## src/rtl/mem_arb_pkg.sv

```systemverilog
// Shared definitions for the two-port memory bus arbiter: state encodings,
// side identifiers and the default watchdog limit.
package mem_arb_pkg;

  typedef enum logic [1:0] {
    IDLE  = 2'b00,
    GNT_I = 2'b01,
    GNT_D = 2'b10
  } state_t;

  localparam logic SIDE_I = 1'b0;
  localparam logic SIDE_D = 1'b1;

  localparam int TIMEOUT_DEFAULT = 255;

  // One-hot {d_grant, i_grant} view of a state; IDLE maps to 2'b00.
  function automatic logic [1:0] grant_of(input state_t s);
    return {s == GNT_D, s == GNT_I};
  endfunction

endpackage

```

## src/rtl/mem_bus_arbiter.sv

```systemverilog
// Round-robin arbiter sharing one physical memory port between the I-side
// refill path and the D-side path, with a hung-memory watchdog.
module mem_bus_arbiter
  import mem_arb_pkg::*;
#(
  parameter int AW      = 32,
  parameter int DW      = 32,
  parameter int TIMEOUT = TIMEOUT_DEFAULT
) (
  input  logic          clk,
  input  logic          clr,
  input  logic          i_req,
  input  logic [AW-1:0] i_a,
  output logic [DW-1:0] i_dout,
  output logic          i_ready,
  input  logic          d_req,
  input  logic          d_write,
  input  logic [AW-1:0] d_a,
  input  logic [DW-1:0] d_din,
  output logic [DW-1:0] d_dout,
  output logic          d_ready,
  output logic [AW-1:0] m_a,
  output logic [DW-1:0] m_d_w,
  output logic          m_access,
  output logic          m_write,
  input  logic [DW-1:0] m_d_r,
  input  logic          m_ready,
  output logic [1:0]    grant,
  output logic          timeout
);

  // Aborting on the cycle the counter would reach TIMEOUT gives exactly
  // TIMEOUT granted cycles before the grant is dropped.
  localparam logic [7:0] WDOG_LIMIT = 8'(TIMEOUT - 1);

  state_t     state, state_next;
  logic       last, last_next;
  logic [7:0] wdog, wdog_next;
  logic       timeout_next;
  logic       req_x;
  logic       side_x;

  // NOTE: sequential state uses non-blocking assignments so every register
  // samples the pre-edge values regardless of statement order.
  always_ff @(posedge clk or posedge clr) begin
    if (clr) begin
      state   <= IDLE;
      grant   <= 2'b00;
      last    <= SIDE_I;
      wdog    <= '0;
      timeout <= 1'b0;
    end else begin
      state   <= state_next;
      grant   <= grant_of(state_next);
      last    <= last_next;
      wdog    <= wdog_next;
      timeout <= timeout_next;
    end
  end

  // NOTE: every combinational output gets a default before the case so no
  // path leaves it unassigned, which would otherwise infer a latch.
  always_comb begin
    state_next   = state;
    last_next    = last;
    wdog_next    = wdog;
    timeout_next = timeout;
    req_x        = (state == GNT_D) ? d_req : i_req;
    side_x       = (state == GNT_D) ? SIDE_D : SIDE_I;

    case (state)
      IDLE: begin
        wdog_next = '0;
        if (i_req && d_req) state_next = (last == SIDE_I) ? GNT_D : GNT_I;
        else if (i_req)     state_next = GNT_I;
        else if (d_req)     state_next = GNT_D;
      end
      GNT_I, GNT_D: begin
        if (!req_x) begin
          // Withdrawn requests leave the round-robin pointer untouched.
          state_next = IDLE;
        end else if (m_ready) begin
          state_next = IDLE;
          last_next  = side_x;
        end else if (wdog == WDOG_LIMIT) begin
          state_next   = IDLE;
          last_next    = side_x;
          timeout_next = 1'b1;
        end else begin
          wdog_next = wdog + 8'd1;
        end
      end
      default: state_next = IDLE;
    endcase
  end

  always_comb begin
    m_access = 1'b0;
    m_write  = 1'b0;
    m_a      = '0;
    m_d_w    = '0;
    case (state)
      GNT_I: begin
        m_access = i_req;
        m_a      = i_a;
      end
      GNT_D: begin
        m_access = d_req;
        m_write  = d_write;
        m_a      = d_a;
        m_d_w    = d_din;
      end
      default: ;
    endcase
  end

  assign i_ready = m_ready & grant[0] & i_req;
  assign d_ready = m_ready & grant[1] & d_req;
  assign i_dout  = m_d_r;
  assign d_dout  = m_d_r;

endmodule

```

## config.mk

```make
export PLATFORM = sky130hd
export DESIGN_NAME = mem_bus_arbiter
export DESIGN_NICKNAME = d
export VERILOG_FILES = /design/src/rtl/mem_arb_pkg.sv /design/src/rtl/mem_bus_arbiter.sv
export SDC_FILE = /design/constraint.sdc
export NUM_CORES = 1
export LEC_CHECK = 0
export CAP_MARGIN = 20
export CELL_PAD_IN_SITES_DETAIL_PLACEMENT = 0
export CELL_PAD_IN_SITES_GLOBAL_PLACEMENT = 1
export CORE_UTILIZATION = 13
export CTS_CLUSTER_SIZE = 8
export DETAILED_ROUTE_END_ITERATION = 6
export PLACE_DENSITY_LB_ADDON = 0.1
export SLEW_MARGIN = 20
export SYNTH_ARGS = -nofsm -noshare
export SYNTH_HDL_FRONTEND = slang
export SYNTH_SLANG_ARGS = --single-unit
```

## constraint.sdc

```tcl
create_clock -name clk -period 1.82 [get_ports clk]
set_input_delay 0.182 -clock clk [delete_from_list [all_inputs] [get_ports clk]]
set_output_delay 0.182 -clock clk [all_outputs]
set_load 0.05 [all_outputs]
```

After elaboration in Yosys (flattened, before gate mapping)
Cells that the tools add are included.

Flip-flop bits (word level): 14. Input port bits: 134. Output and inout port bits: 135. Word-level logic and storage cells: 47.

Add/sub/neg operators: 1. Equal/unequal tests: 8. Muxes and demuxes: 20. Bitwise logic cells: 5. Reductions and logical operators: 8.

Operators by type and width (number): case mux 32 bit (2 select lines) (1); 2-to-1 mux 32 bit (1); 2-to-1 mux 8 bit (3); case mux 8 bit (2 select lines) (1); 2-to-1 mux 2 bit (7); adder 8 x 1 -> 8 bit, second input constant (1); equality test 8 bit, second input constant (1); AND reduction 4 bit (2); inequality test 2 bit, second input constant (3); 2-to-1 mux 1 bit (5); bitwise AND 1 bit (4); equality test 2 x 1 -> 1 bit, second input constant (2); equality test 2 bit, second input constant (2); case mux 2 bit (2 select lines) (1); nonzero test 2 bit (2); AND reduction 3 bit (1); logical NOT 2 bit (1); case mux 1 bit (2 select lines) (1); OR reduction 2 bit (1); logical AND 1 bit (1); NOT 1 bit (1).

Depth between registers and ports, before layout
Gate-level depths: netlist (run 1).

Depth in word-level cells: 6. Gate-level depth with buffers: 7.

Least setup slack after synthesis (run 1)
No wires, ideal clock.

Path kind: register to output. From: register state[0]. To: output m_a[0]. Arrival time: 2077 ps. Path slack: -439 ps. Cell stages (with the launch flop): 7. Path buffers: 2. Path through: dfrtp_1 -> inv_1 -> ha_1 -> clkbuf_1 -> clkinv_1 -> clkbuf_1 -> nor2_1.

Word-level cells in the longest chain between the ends: 2. Elaborated cells between the ends (all ways): 3. Those cells by class: eq/ne (2); mux (1).

Ends and longest elaborated chain: start, declared (RTL line mem_bus_arbiter.sv:36) `state_t state, state_next;`; start signal, assigned (RTL line mem_bus_arbiter.sv:53) `state <= state_next;`; equality test 2 bit or equality test 2 x 1 -> 1 bit (tied branches) (RTL line mem_bus_arbiter.sv:102) `case (state)`; case mux 32 bit (2 select lines) * (RTL line mem_bus_arbiter.sv:102); end, declared (RTL line mem_bus_arbiter.sv:22) `output logic [AW-1:0] m_a,`.

Every way passes the cells marked *; elsewhere a longest branch is shown, timed or not.

Worst setup path in the final report (run 1)
From: register state[1]. To: output m_d_w[23].

Word-level cells in the longest chain between the ends: 2.

Ends and longest elaborated chain: equality test 2 bit (RTL line mem_bus_arbiter.sv:102); 2-to-1 mux 32 bit (RTL line mem_bus_arbiter.sv:102); end, declared (RTL line mem_bus_arbiter.sv:23) `output logic [DW-1:0] m_d_w,`.

Every way passes these cells.

==> metrics.txt, run 1 <==
# TYPE chip_impl_metric gauge
chip_impl_metric{name="antenna_cells_inserted",unit=""} 0
chip_impl_metric{name="irDropWorstVdd",unit="mV"} 0.5322
chip_impl_metric{name="drc",unit=""} 0
chip_impl_metric{name="cts_buffers",unit=""} 3
chip_impl_metric{name="post-route-worst-setup-slack",unit="ns"} -0.07185
chip_impl_info{name="endpoint_kind",value="primary output"} 1
chip_impl_metric{name="synth-async-reset-ratio",unit=""} 1.000
chip_impl_metric{name="p_per_area",unit="nW/um^2"} 1530
chip_impl_info{name="synth_top_flop_cell",value="dfrtp_1"} 1
chip_impl_metric{name="syn_nets",unit=""} 408
chip_impl_info{name="tritoncts",value="built"} 1
chip_impl_metric{name="cts_max_level",unit=""} 1
chip_impl_metric{name="die_width",unit="um"} 125.9
chip_impl_info{name="violations",value="setup timing"} 1
chip_impl_info{name="globalRoute.busiestLayer",value="met2"} 1
chip_impl_info{name="mostFrequentLayoutCell",value="clkdlybuf4s50_1"} 1
chip_impl_metric{name="floorplan.core_area",unit="sq um"} 14750
chip_impl_metric{name="worst_pin_slew",unit="ns"} 0.5908
chip_impl_metric{name="global_route.overflow_total",unit=""} 0
chip_impl_metric{name="max_freq",unit="MHz"} 528.6
chip_impl_metric{name="cp.buffers_inverters",unit=""} 4
chip_impl_info{name="critPathKind",value="reg -> out"} 1
chip_impl_metric{name="groute.usage.overall",unit=""} 0.1147
chip_impl_info{name="rsz0062_at_grt",value="yes"} 1
chip_impl_metric{name="n_fill_cell",unit=""} 1488
chip_impl_metric{name="routed_wire_length_per_instance",unit="um"} 16.83
chip_impl_info{name="cell_type_contributing_the_most_total_cell_area_after_synthesis",value="buf_4"} 1
chip_impl_metric{name="final_min_period_over_clock_period",unit=""} 1.039
chip_impl_info{name="timing.critical_path.slowest_stage_cell",value="dfrtp_1"} 1
chip_impl_metric{name="finClkSkew",unit="ns"} 0.002325
chip_impl_metric{name="drt_iter0_markers",unit=""} 44
chip_impl_metric{name="max_stage_delay",unit="ns"} 0.41
chip_impl_metric{name="place.gp.congestion",unit=""} 0.7565
chip_impl_metric{name="syn2layout_area_growth",unit="%"} 153.2
chip_impl_metric{name="global_route_wire_length_before_repair",unit="um"} 14220
chip_impl_metric{name="avgViaCountPerCell",unit=""} 3.995
chip_impl_metric{name="cp_data_required_time",unit="ns"} 1.64
chip_impl_metric{name="ys_seq_area_frac",unit=""} 0.1754
chip_impl_metric{name="timing.final.hold_violations",unit=""} 0
chip_impl_metric{name="synth_area_per_cell",unit="sq um"} 7.451
chip_impl_info{name="critPathLaunchType",value="register"} 1
chip_impl_metric{name="cts_hold_buffers",unit=""} 0
chip_impl_info{name="status",value="finished with violations"} 1
chip_impl_metric{name="number_of_antenna_violations_at_the_first_check_in_global_routing",unit=""} 0
chip_impl_metric{name="final.min_clock_period",unit="ns"} 1.892
chip_impl_info{name="cpLargestDelayFamily",value="buffers and inverters"} 1
chip_impl_info{name="clk_root_buffer_cell",value="clkbuf_16"} 1
chip_impl_metric{name="grtUsageMet3",unit=""} 0.01954
chip_impl_metric{name="max_cap_viol_count",unit=""} 0
chip_impl_metric{name="largest_net_degree_at_the_start_of_global_routing",unit=""} 22
chip_impl_metric{name="cp_data_arrival_time",unit="ns"} 1.71
chip_impl_metric{name="synthesis.area",unit="sq um"} 1997
chip_impl_metric{name="timing.slew.headroom",unit=""} 0.6057
chip_impl_metric{name="drtPass1Iterations",unit=""} 4
chip_impl_metric{name="clk_latency_worst_skew_pair",unit="ns"} 0.25
chip_impl_metric{name="die_h",unit="um"} 125.9
chip_impl_metric{name="cts_num_sinks",unit=""} 14
chip_impl_metric{name="num_rows",unit=""} 44
chip_impl_metric{name="routed_wl",unit="um"} 9641
chip_impl_metric{name="timing.critical_path.fanout_max",unit=""} 17
chip_impl_metric{name="vias",unit=""} 2289
chip_impl_metric{name="clock_path_buffers",unit=""} 2
chip_impl_metric{name="synth_top_cell_area_share",unit=""} 0.2444
chip_impl_metric{name="grtUsageMet2",unit=""} 0.2262
chip_impl_metric{name="floorplan.initialDensity",unit=""} 0.1353
chip_impl_metric{name="die_area",unit="sq um"} 15860
chip_impl_metric{name="first_global_vias",unit=""} 2443
chip_impl_metric{name="slew_violations",unit=""} 0
chip_impl_metric{name="cts.clk_slew.worst_paths",unit="ns"} 0.05
chip_impl_metric{name="ys_ff_latch",unit=""} 14
chip_impl_info{name="ys_top_cells_by_area",value="buf_4 24%, dfrtp_1 18%, a22oi_1 12%, and2_1 10%, nor2_1 7.3%"} 1
chip_impl_metric{name="final.hold.worst_slack",unit="ns"} 0.3038
chip_impl_metric{name="dp.final_hpwl",unit="um"} 7596
chip_impl_metric{name="synth-edff-count",unit=""} 0
chip_impl_metric{name="p_leak",unit="nW"} 1.856
chip_impl_metric{name="fin_total_pwr",unit="mW"} 7.738
chip_impl_metric{name="synth-warning-count",unit=""} 0
chip_impl_info{name="most-common-layout-cells",value="104 x clkdlybuf4s50_1, 73 x buf_12, 33 x nor2_4"} 1
chip_impl_metric{name="layout.nets",unit=""} 530
chip_impl_metric{name="drtAntennaViolNets",unit=""} 0
chip_impl_metric{name="post_route_cells_drive_above_1_share",unit=""} 0.5476
chip_impl_metric{name="count_of_unique_library_cells_instantiated_by_yosys",unit=""} 36
chip_impl_metric{name="syn_inst",unit=""} 268
chip_impl_metric{name="grt.met1_usage",unit=""} 0.1212
chip_impl_metric{name="place_ws",unit="ns"} 0.001137
chip_impl_metric{name="port_buffers",unit=""} 172
chip_impl_metric{name="top_level_ports",unit=""} 269
chip_impl_info{name="timing.critical_path.cells",value="buf_6 > ha_4 > buf_8 > bufbuf_16 > and2_2 > buf_12"} 1
chip_impl_info{name="worst_hold_path_type",value="in -> async"} 1
chip_impl_metric{name="setup_viol",unit=""} 41
## registers in the layout (all words and copies together), names as in the netlist
register,count
grant,2
last,1
state,2
timeout,1
wdog,8
## path summary, 6_finish.rpt
path / from / to / slack, ns / depth (start not counted)
worst max register to register: state[1] / last / 0.04 / 6
min in group clk: m_d_r[27] / d_dout[27] / 0.36 / 0
worst max-delay path: state[1] / m_d_w[23] / -0.07 / 6
worst min-delay path: clr / wdog[3] / 0.30 / 2
max in group asynchronous: clr / state[0] / 1.10 / 2
worst min register to register: last / last / 0.51 / 1
## through the flow
step	TNS [ns]	util	std cells	instance area, sq um
after floorplan	0	-	268	2286
after global placement	0	0.3069	560	4528
after detailed placement	0	0.3069	560	4528
after CTS	-1.240	0.3260	568	4810
after global routing	-4.519	0.3427	573	5056
final	-1.643	0.3427	573	5056
## cells by family (layout without fill, tap and decap cells)
group / Yosys count / in the layout / share of synthesized area
AND/OR/NAND/NOR: 106 / 106 / 0.2763
adder cells (fa/ha/maj): 6 / 6 / 0.03759
buffers and inverters: 88 / 209 / 0.2882
multiplexers: 4 / 4 / 0.02318
flip-flops: 14 / 14 / 0.1754
AO/OA/AOI/OAI: 50 / 50 / 0.1992
## repair_timing
| item | in CTS | in global routing |
|---|---|---|
| endpoints found under the hold margin | 0 | 0 |
| setup buffers | 3 | 3 |
| gates resized for setup | 30 | 43 |
| pin swaps | 1 | 2 |
| gates cloned | 1 | 2 |
| endpoints found under the setup margin | 61 | 72 |
## layer usage
layer	vias to the layer above	part of all wire
li1	1092	-
met1	1071	0.35
met2	98	0.55
met3	28	0.071
met4	0	0.023
met5	-	0
## cell usage after synthesis, types with 2 or more instances
cell type / instances
buf_4: 65
o211ai_1: 3
ha_1: 6
or4_1: 3
mux2i_1: 2
a32oi_2: 2
a22oi_1: 33
clkbuf_1: 16
and3_1: 2
nand2_1: 9
o31ai_1: 2
o211ai_2: 2
nor2_1: 39
nand3_1: 8
nand2b_1: 4
inv_1: 5
a211oi_1: 2
and2_1: 33
nor3b_1: 2
dfrtp_1: 14
## final cells by class
cell class              instances  area (sq um)  area share
repair buffers                199          2750      0.5439
multi-input cells             166          1610      0.3185
flip-flops and latches         14         351.6     0.06954
well taps                     184         230.2     0.04553
clock buffers                   4         88.84     0.01757
inverters                       6         25.02    0.004949
## power breakdown
part,switching [mW],internal [mW]
Combinational,3.65,3.18
Clock,0.146,0.334
Sequential,0.0548,0.372
Total,3.85,3.89
No activity file was read; power rests on OpenSTA's default activity.
==> run 2: changes to the inputs <==
- CAP_MARGIN: 20 -> 40
==> results of run 2 <==
Final layout, timing and power as in run 1 (identical DEF).
==> run 3: changes to the inputs <==
- SETUP_SLACK_MARGIN: not set -> 0.15
==> run 3 against run 2 <==
The run still ends with setup timing left; worst setup slack gained 0.042 ns; flip-flop and latch count is the same; critical path type unchanged; maximum frequency grew 2.2%; register-to-register slack lost 0.04 ns; clock skew grew 0.0013 ns; routed wire length grew 3.0%; clock-buffer cell count is the same; power grew 14%.
==> metrics.txt, run 3 (synthesis gave the netlist of run 1 again) <==
# TYPE chip_impl_metric gauge
chip_impl_info{name="status",value="finished with violations"} 1
chip_impl_info{name="violations",value="setup timing"} 1
chip_impl_metric{name="finClkSkew",unit="ns"} 0.003630
chip_impl_metric{name="worst_pin_slew",unit="ns"} 0.6205
chip_impl_metric{name="largest_register_ffs",unit=""} 8
chip_impl_metric{name="dp.final_hpwl",unit="um"} 7391
chip_impl_metric{name="numPlacedInstances",unit=""} 560
chip_impl_info{name="mostFrequentLayoutCell",value="clkdlybuf4s50_1"} 1
chip_impl_metric{name="antenna_cells_inserted",unit=""} 0
chip_impl_info{name="largest-register",value="wdog"} 1
chip_impl_metric{name="num_rows",unit=""} 44
chip_impl_metric{name="irDropWorstVdd",unit="mV"} 0.5181
chip_impl_metric{name="timing.final.hold_violations",unit=""} 0
chip_impl_metric{name="seq_area",unit="sq um"} 351.6
chip_impl_info{name="crit_path_frequent_cell",value="buf_12"} 1
chip_impl_metric{name="port_buffers",unit=""} 172
chip_impl_info{name="cpLargestDelayFamily",value="buffers and inverters"} 1
chip_impl_metric{name="global_route.overflow_total",unit=""} 0
chip_impl_info{name="critPathLaunchType",value="register"} 1
chip_impl_metric{name="largest_net_degree_at_the_start_of_global_routing",unit=""} 17
chip_impl_metric{name="drt_iter0_markers",unit=""} 80
chip_impl_metric{name="cp.buffers_inverters",unit=""} 4
chip_impl_metric{name="max_cap_viol_count",unit=""} 0
chip_impl_metric{name="floorplan.initialDensity",unit=""} 0.1353
chip_impl_metric{name="post-route-worst-setup-slack",unit="ns"} -0.03028
chip_impl_metric{name="post_route_cells_drive_above_1_share",unit=""} 0.5956
chip_impl_metric{name="first_global_vias",unit=""} 2510
chip_impl_metric{name="cts_hold_buffers",unit=""} 0
chip_impl_metric{name="final_min_period_over_clock_period",unit=""} 1.017
chip_impl_metric{name="number_of_antenna_violations_at_the_first_check_in_global_routing",unit=""} 0
chip_impl_info{name="worst_hold_path_type",value="in -> async"} 1
chip_impl_info{name="timing.critical_path.cells",value="inv_2 > buf_12 > ha_4 > clkbuf_16 > a22oi_2 > nor2_4 > buf_12"} 1
chip_impl_metric{name="routed_wire_length_per_instance",unit="um"} 16.78
chip_impl_metric{name="instances_no_fill",unit=""} 592
chip_impl_metric{name="cts_num_sinks",unit=""} 14
chip_impl_metric{name="final.min_clock_period",unit="ns"} 1.850
chip_impl_metric{name="place.gp.congestion",unit=""} 0.7411
chip_impl_metric{name="clk_latency_worst_skew_pair",unit="ns"} 0.24
chip_impl_metric{name="multiInputGateArea",unit="sq um"} 1693
chip_impl_metric{name="die_h",unit="um"} 125.9
chip_impl_info{name="clk_root_buffer_cell",value="clkbuf_16"} 1
chip_impl_metric{name="max_freq",unit="MHz"} 540.5
chip_impl_metric{name="p_per_area",unit="nW/um^2"} 1608
chip_impl_metric{name="floorplan.core_area",unit="sq um"} 14750
chip_impl_metric{name="cp_data_arrival_time",unit="ns"} 1.67
chip_impl_metric{name="global_route_wire_length_before_repair",unit="um"} 14780
chip_impl_metric{name="cts_max_level",unit=""} 1
chip_impl_info{name="most-common-layout-cells",value="103 x clkdlybuf4s50_1, 77 x buf_12, 34 x and2_4"} 1
chip_impl_metric{name="max_stage_delay",unit="ns"} 0.43
chip_impl_info{name="largestRegisters",value="wdog (8), grant (2), state (2)"} 1
chip_impl_metric{name="n_fill_cell",unit=""} 1451
chip_impl_metric{name="reg2reg_depth",unit=""} 7
chip_impl_info{name="endpoint_kind",value="primary output"} 1
chip_impl_metric{name="slew_violations",unit=""} 0
chip_impl_metric{name="vias",unit=""} 2344
chip_impl_metric{name="p_leak",unit="nW"} 2.061
chip_impl_metric{name="die_area",unit="sq um"} 15860
chip_impl_metric{name="setup_viol",unit=""} 40
chip_impl_metric{name="cp_data_required_time",unit="ns"} 1.64
chip_impl_metric{name="top_level_ports",unit=""} 269
chip_impl_metric{name="timing.critical_path.fanout_max",unit=""} 8
chip_impl_info{name="rsz0062_at_grt",value="yes"} 1
chip_impl_metric{name="avgViaCountPerCell",unit=""} 3.959
chip_impl_metric{name="drc",unit=""} 0
chip_impl_metric{name="syn2layout_area_growth",unit="%"} 175.3
chip_impl_metric{name="drtPass1Iterations",unit=""} 4
chip_impl_metric{name="routed_wl",unit="um"} 9932
chip_impl_info{name="tritoncts",value="built"} 1
chip_impl_info{name="critPathKind",value="reg -> out"} 1
chip_impl_metric{name="cts_buffers",unit=""} 3
chip_impl_metric{name="die_width",unit="um"} 125.9
chip_impl_metric{name="cts.clk_slew.worst_paths",unit="ns"} 0.05
chip_impl_metric{name="layout.nets",unit=""} 549
chip_impl_info{name="timing.critical_path.slowest_stage_cell",value="dfrtp_2"} 1
chip_impl_metric{name="timing.slew.headroom",unit=""} 0.5859
chip_impl_metric{name="critical_path_depth",unit=""} 7
chip_impl_metric{name="groute.usage.overall",unit=""} 0.1215
chip_impl_metric{name="drtAntennaViolNets",unit=""} 0
chip_impl_metric{name="utilization",unit=""} 0.3725
chip_impl_metric{name="clock_path_buffers",unit=""} 2
chip_impl_metric{name="worst-r2r-setup-slack",unit="ns"} 0
==> run 3: cell type report <==
| cell class | count | area share |
|---|---|---|
| tap | 184 | 0.04188 |
| multi-input combinational | 166 | 0.3080 |
| clock buffer | 4 | 0.01616 |
| sequential | 14 | 0.06397 |
| inverter | 6 | 0.006374 |
| timing repair buffer | 218 | 0.5636 |
==> run 3: metrics by stage <==
step	TNS (ns)	instance area (sq um)	hold slack, ns	setup WS, ns	total power, mW
after detailed placement	0	4609	0.3645	0.03680	6.623
after CTS	-1.139	5419	0.3439	-0.04181	8.816
after global placement	0	4609	0.3645	0.06383	6.621
final	-0.5693	5497	0.3186	-0.03028	8.841
after global routing	-3.705	5497	0.3641	-0.08481	9.233
after floorplan	0	2400	0.07122	0.04304	4.376
==> run 3: timing repair <==
| item | 4_1_cts | 5_1_grt |
|---|---|---|
| setup endpoints to repair | 71 | 80 |
| pin swaps | 45 | 6 |
| resized for setup | 81 | 9 |
| buffers inserted | 16 | 4 |
| gates cloned | 7 | 1 |
==> run 3: per-layer routing <==
metal / wire, um / GRT usage
met1: 3390 / 0.1244
met4: 131 / 0.02835
met2: 5774 / 0.2506
met5: 0 / 0
met3: 635 / 0.02039
==> run 3: report_power, final <==
| part | switching, mW | total (mW) | internal, mW |
|---|---|---|---|
| logic | 3.92 | 7.96 | 4.04 |
| clock network | 0.129 | 0.462 | 0.333 |
| registers | 0.0454 | 0.418 | 0.373 |
| total | 4.09 | 8.84 | 4.75 |
==> run 3: worst paths after layout <==
check                             endpoint       from
worst min-delay path               wdog[3]        clr
worst max register to register        last   state[0]
max in group asynchronous         state[1]        clr
worst max-delay path                m_a[8]   state[1]
worst min register to register        last       last
min in group clk                d_dout[27]  m_d_r[27]
==> patch 1: new RTL, flow settings as in run 3 <==
Change the parameter `DW` from 32 to 64.
--- a/src/rtl/mem_bus_arbiter.sv
+++ b/src/rtl/mem_bus_arbiter.sv
@@ -4,7 +4,7 @@
   import mem_arb_pkg::*;
 #(
   parameter int AW      = 32,
-  parameter int DW      = 32,
+  parameter int DW      = 64,
   parameter int TIMEOUT = TIMEOUT_DEFAULT
 ) (
   input  logic          clk,
Interface: changed (5 resized); port bits go from 269 to 429. The function was not compared with the original's and may differ.
==> patch 1 against run 3 <==
The flow still finishes with violations (setup timing). Worst setup slack better by 0.0044 ns. Cell area grew 20%. Power up 16%. Area after synthesis grew 35%. Critical path depth shrank 1. Fmax increased by 0.24%. Sequential share of layout area is 1.1 points lower. Sequential cell count unchanged. Wire length grew 67%.
==> patch 1: results (changes against run 3) <==
- Nets@finish: 704 (+28%)
- Multiplexer area fraction after synthesis: 1.72% (-0.60 points)
- Pin count of the biggest net entering global routing: 35 (+18)
- Vias in the first global route: 3,310 (+32%)
- Net Count, Synth: 571 (+40%)
- GR Util All Layers: 15.0% (+2.8 points)
- 1st-iter DRT viols: 40 (-50%)
- Setup violators final: 14 (-65%)
- Synth Area in XOR/XNOR: 0% (unchanged)
- First-pass GRT wire length: 23,200 um (+57%)
- Port-buffer cells: 236 (+37%)
- Drt total wl: 16,600 um (+67%)
- Placed Cells: 743 (+33%)
- Fin worst setup slack: -0.0259 ns (+0.00440 ns)
- Hold/Removal Path Class: in2async
- Fin Hold WS: 0.301 ns (-0.0179 ns)
- Maximum vdd drop: 664 uV (+28%)
- Placed wire-length estimate: 12,600 um (+71%)
- Clock Tree Root: clkbuf_16
- Adder-Cell Fraction of Synth Area: 2.79% (-0.97 points)
- Distinct cells, synth: 37 (+2.8%)
- Ys Warns: 0 (unchanged)
- Reg-to-Reg Start: state[1]
- Synth cell count leaders: buf_4 (128), and2_1 (65), nor2_1 (39)
- Reg-to-reg critical path endpoint: last
- DR vias: 2,991 (+28%)
- P_leak: 2.50 nW (+21%)
- Synth area leaders: buf_4 (36%), and2_1 (15%), dfrtp_1 (13%)
- Worst clock skew: 0.00414 ns (+0.000509 ns)
- Outcome: complete, but fails checks
- GPL Wtd Cong: 0.734 (-1.0%)
- Layout cell share with drive strength beyond 1: 55.8% (-3.7 points)
- Violated checks: setup timing
- Slew HR: 61.5% (+2.9 points)
- Ys async rst share: 100% (unchanged)
- Compound-Gate Fraction of Synth Area: 14.8% (-5.1 points)
- Register area share after synthesis: 13.0% (-4.5 points)
- Maximum fanout along the worst path: 5 (-3)
- Initial antenna violation count: 4 (+4)
- Crit path DAT: 1.97 ns (+0.30 ns)
- Pre-Repair DR Iteration Count: 4 (unchanged)
- H-tree depth: 1 (unchanged)
- Setup TNS: -0.115 ns (+0.455 ns)
- Synth Instances: 367 (+37%)
- Placed inst area: 5840 sq um (+27%)
- R2R depth: 6 (-1)
- Non-filler cells, final: 768 (+30%)
[patch 1: cell count changes in the layout (fill, tap and decap cells not counted), moves of 3 or more]
cell | run 3 | this run
buf_12 | 77 | 108
clkdlybuf4s50_1 | 103 | 134
and2_1 | 0 | 17
and2_4 | 34 | 42
and2_2 | 0 | 7
buf_6 | 8 | 3
buf_4 | 18 | 22
buf_8 | 3 | 0
nor2_2 | 3 | 0
[patch 1: layout make-up]
| type | instances | area, sq um |
|---|---|---|
| fill | 2093 | 13700 |
| timing repair buffer | 276 | 3930 |
| multi-input combinational | 198 | 1880 |
| sequential | 14 | 350 |
| tap | 270 | 338 |
| clock buffer | 3 | 75.1 |
| inverter | 6 | 27.5 |
| timing repair inverter | 1 | 8.76 |
[patch 1: critical path, cell delays in order (launching register included)]
cell,delay [ns]
dfrtp_1,0.38
buf_4,0.14
ha_4,0.23
mux2_4,0.36
and2_4,0.17
nor2b_1,0.13
mux2_1,0.31
[patch 1: kinds of logic (layout without fill, tap and decap cells)]
group | Yosys count | after routing
AO/OA/AOI/OAI | 50 | 50
adder cells (fa/ha/maj) | 6 | 6
buffers and inverters | 155 | 286
flip-flops | 14 | 14
multiplexers | 4 | 4
AND/OR/NAND/NOR | 138 | 138
[patch 1: how the worst max path moves through the flow]
| stage | start | to | slack [ns] |
|---|---|---|---|
| floorplan | state[0] | m_d_w[56] | 0.03 |
| global placement | state[1] | wdog[5] | 0.06 |
| detailed placement | state[1] | wdog[5] | 0.05 |
| CTS | state[1] | m_a[29] | -0.02 |
| global route | state[1] | last | -0.08 |
| finish | state[1] | last | -0.03 |
[patch 1: repair_timing]
action	in CTS	in global routing
endpoints found under the setup margin	109	112
gates resized for setup	87	9
gates cloned	7	2
pin swaps	15	18
buffers inserted	10	3
[patch 1: report_power, final]
part | total, W | internal [W] | switching (W)
clock network | 0.000417 | 0.000288 | 0.000129
registers | 0.000413 | 0.000371 | 0.0000422
logic | 0.00943 | 0.00447 | 0.00496
[patch 1: through the flow]
step	setup slack (ns)	total power [W]
after floorplan	0.0273	0.00549
after global placement	0.0596	0.00849
after detailed placement	0.0457	0.00849
after CTS	-0.0222	0.0103
after global routing	-0.0806	0.0107
final	-0.0259	0.0103
[patch 1: per-layer routing]
layer | track usage, % | wire length [um] | vias up
li1 | - | - | 1345
met1 | 14.0 | 5040 | 1400
met2 | 31.1 | 9740 | 188
met3 | 4.14 | 1410 | 58
met4 | 3.68 | 396 | 0
met5 | 0 | 0 | -
==> patch 2: new RTL, config.mk and constraints of run 3 <==
Made on the original files. Put one more register stage on the output `timeout`, cleared by the reset. The value now appears one clock later. The other outputs are not delayed to match.
--- a/src/rtl/mem_bus_arbiter.sv
+++ b/src/rtl/mem_bus_arbiter.sv
@@ -33,6 +33,8 @@
   // TIMEOUT granted cycles before the grant is dropped.
   localparam logic [7:0] WDOG_LIMIT = 8'(TIMEOUT - 1);
 
+  logic timeout_s0;
+
   state_t     state, state_next;
   logic       last, last_next;
   logic [7:0] wdog, wdog_next;
@@ -48,13 +50,13 @@
       grant   <= 2'b00;
       last    <= SIDE_I;
       wdog    <= '0;
-      timeout <= 1'b0;
+      timeout_s0 <= 1'b0;
     end else begin
       state   <= state_next;
       grant   <= grant_of(state_next);
       last    <= last_next;
       wdog    <= wdog_next;
-      timeout <= timeout_next;
+      timeout_s0 <= timeout_next;
     end
   end
 
@@ -64,7 +66,7 @@
     state_next   = state;
     last_next    = last;
     wdog_next    = wdog;
-    timeout_next = timeout;
+    timeout_next = timeout_s0;
     req_x        = (state == GNT_D) ? d_req : i_req;
     side_x       = (state == GNT_D) ? SIDE_D : SIDE_I;
 
@@ -119,5 +121,13 @@
   assign i_dout  = m_d_r;
   assign d_dout  = m_d_r;
 
+  always_ff @(posedge clk or posedge clr) begin
+    if (clr) begin
+      timeout <= '0;
+    end else begin
+      timeout <= timeout_s0;
+    end
+  end
+
 endmodule
 
Behaviour: no difference found for any inputs over 10 cycles, from zero or initial values; that may be too few to reach the edited logic, so the function may still have changed.
==> patch 2 against run 3 <==
Power decreased by 6.3%. Final cell count increased by 2.7%. Worst setup slack improved by 0.034 ns. Area after synthesis increased by 4.6%. Wire length decreased by 0.53%. Cell area decreased by 1.0%. Sequential share of layout area increased by 0.52 points. Sequential cell count increased by 1. Largest cell class unchanged.
==> patch 2: results (changes against run 3) <==
- Synth area leaders: buf_4 (23%), dfrtp_1 (18%), a22oi_1 (12%)
- DR vias: 2,411 (+2.9%)
- Placed inst area: 4750 sq um (+3.0%)
- Synth cell count leaders: buf_4 (64), nor2b_1 (35), and2_1 (34)
- Fin Hold WS: 0.325 ns (+0.00602 ns)
- First-pass GRT wire length: 14,500 um (-1.8%)
- Maximum vdd drop: 502 uV (-3.1%)
- Placed wire-length estimate: 7170 um (-3.0%)
- Nets@finish: 538 (-2.0%)
- Setup TNS: 0 ns (+0.569 ns)
- Net Count, Synth: 410 (+0.49%)
- Layout cell share with drive strength beyond 1: 59.2% (-0.36 points)
- Avg WL per Cell: 16.2 um (-3.2%)
- FF-to-FF setup slack: 0.06 ns (+0.06 ns)
- Slew HR: 58.0% (-0.61 points)
- Register area share after synthesis: 18.0% (+0.42 points)
- Vias in the first global route: 2,487 (-0.92%)
- Setup WS pre-CTS: 0.0485 ns (+0.0117 ns)
- Register area: 377 sq um (+7.1%)
- Non-filler cells, final: 608 (+2.7%)
- Outcome: finished, final reports clean
- P_leak: 2.08 nW (+0.70%)
- Placed Cells: 587 (+4.8%)
- Fmax: 551 MHz (+1.9%)
- GR Util All Layers: 11.4% (-0.73 points)
- Maximum fanout along the worst path: 16 (+8)
==> patch 2: cell count changes in the layout (fill, tap and decap cells not counted), moves of 3 or more <==
cell and change:
a21oi_4 +3, buf_6 -5, nor2_4 -31, nand2b_1 -3, nor2b_4 +34, o21ai_0 +3, buf_12 -3, nand2_1 -3
nor2_2 -3
==> patch 2: timing repair <==
| action | 4_1_cts | 5_1_grt |
|---|---|---|
| pin swaps | 8 | 12 |
| endpoints found under the setup margin | 77 | 78 |
| resized for setup | 63 | 19 |
| setup buffers | 7 | 5 |
| cloned | 4 | 1 |
==> patch 2: cells by family (layout without fill, tap and decap cells) <==
kind of cell,after synthesis,after routing,synth area share (%)
muxes,6,6,3.05
AOI/OAI and AO/OA,52,52,18.1
DFF,15,15,18.0
and+or+nand+nor,102,102,29.7
adders and majority gates,6,6,3.59
buffers and inverters,89,216,27.6
==> patch 2: power by group through the flow <==
stage | registers, W | logic (W) | clock network (W)
finish | 0.000448 | 0.00739 | 0.000439
floorplan | 0.000510 | 0.00389 | 0
global route | 0.000455 | 0.00774 | 0.000465
CTS | 0.000450 | 0.00721 | 0.000445
detailed placement | 0.000449 | 0.00631 | 0
global placement | 0.000454 | 0.00631 | 0
==> patch 2: layout make-up <==
cell class	instances	share of cell area, %
multi-input cells	166	33.6
repair buffers	206	52.7
well taps	211	4.85
flip-flops and latches	15	6.92
inverters	6	0.414
clock buffers	4	1.45
==> patch 2: metal layers <==
layer / routed length [um] / track usage, %
met5: 0 / 0
met3: 958 / 2.95
met2: 5350 / 22.3
met1: 3410 / 12.0
met4: 159 / 2.84
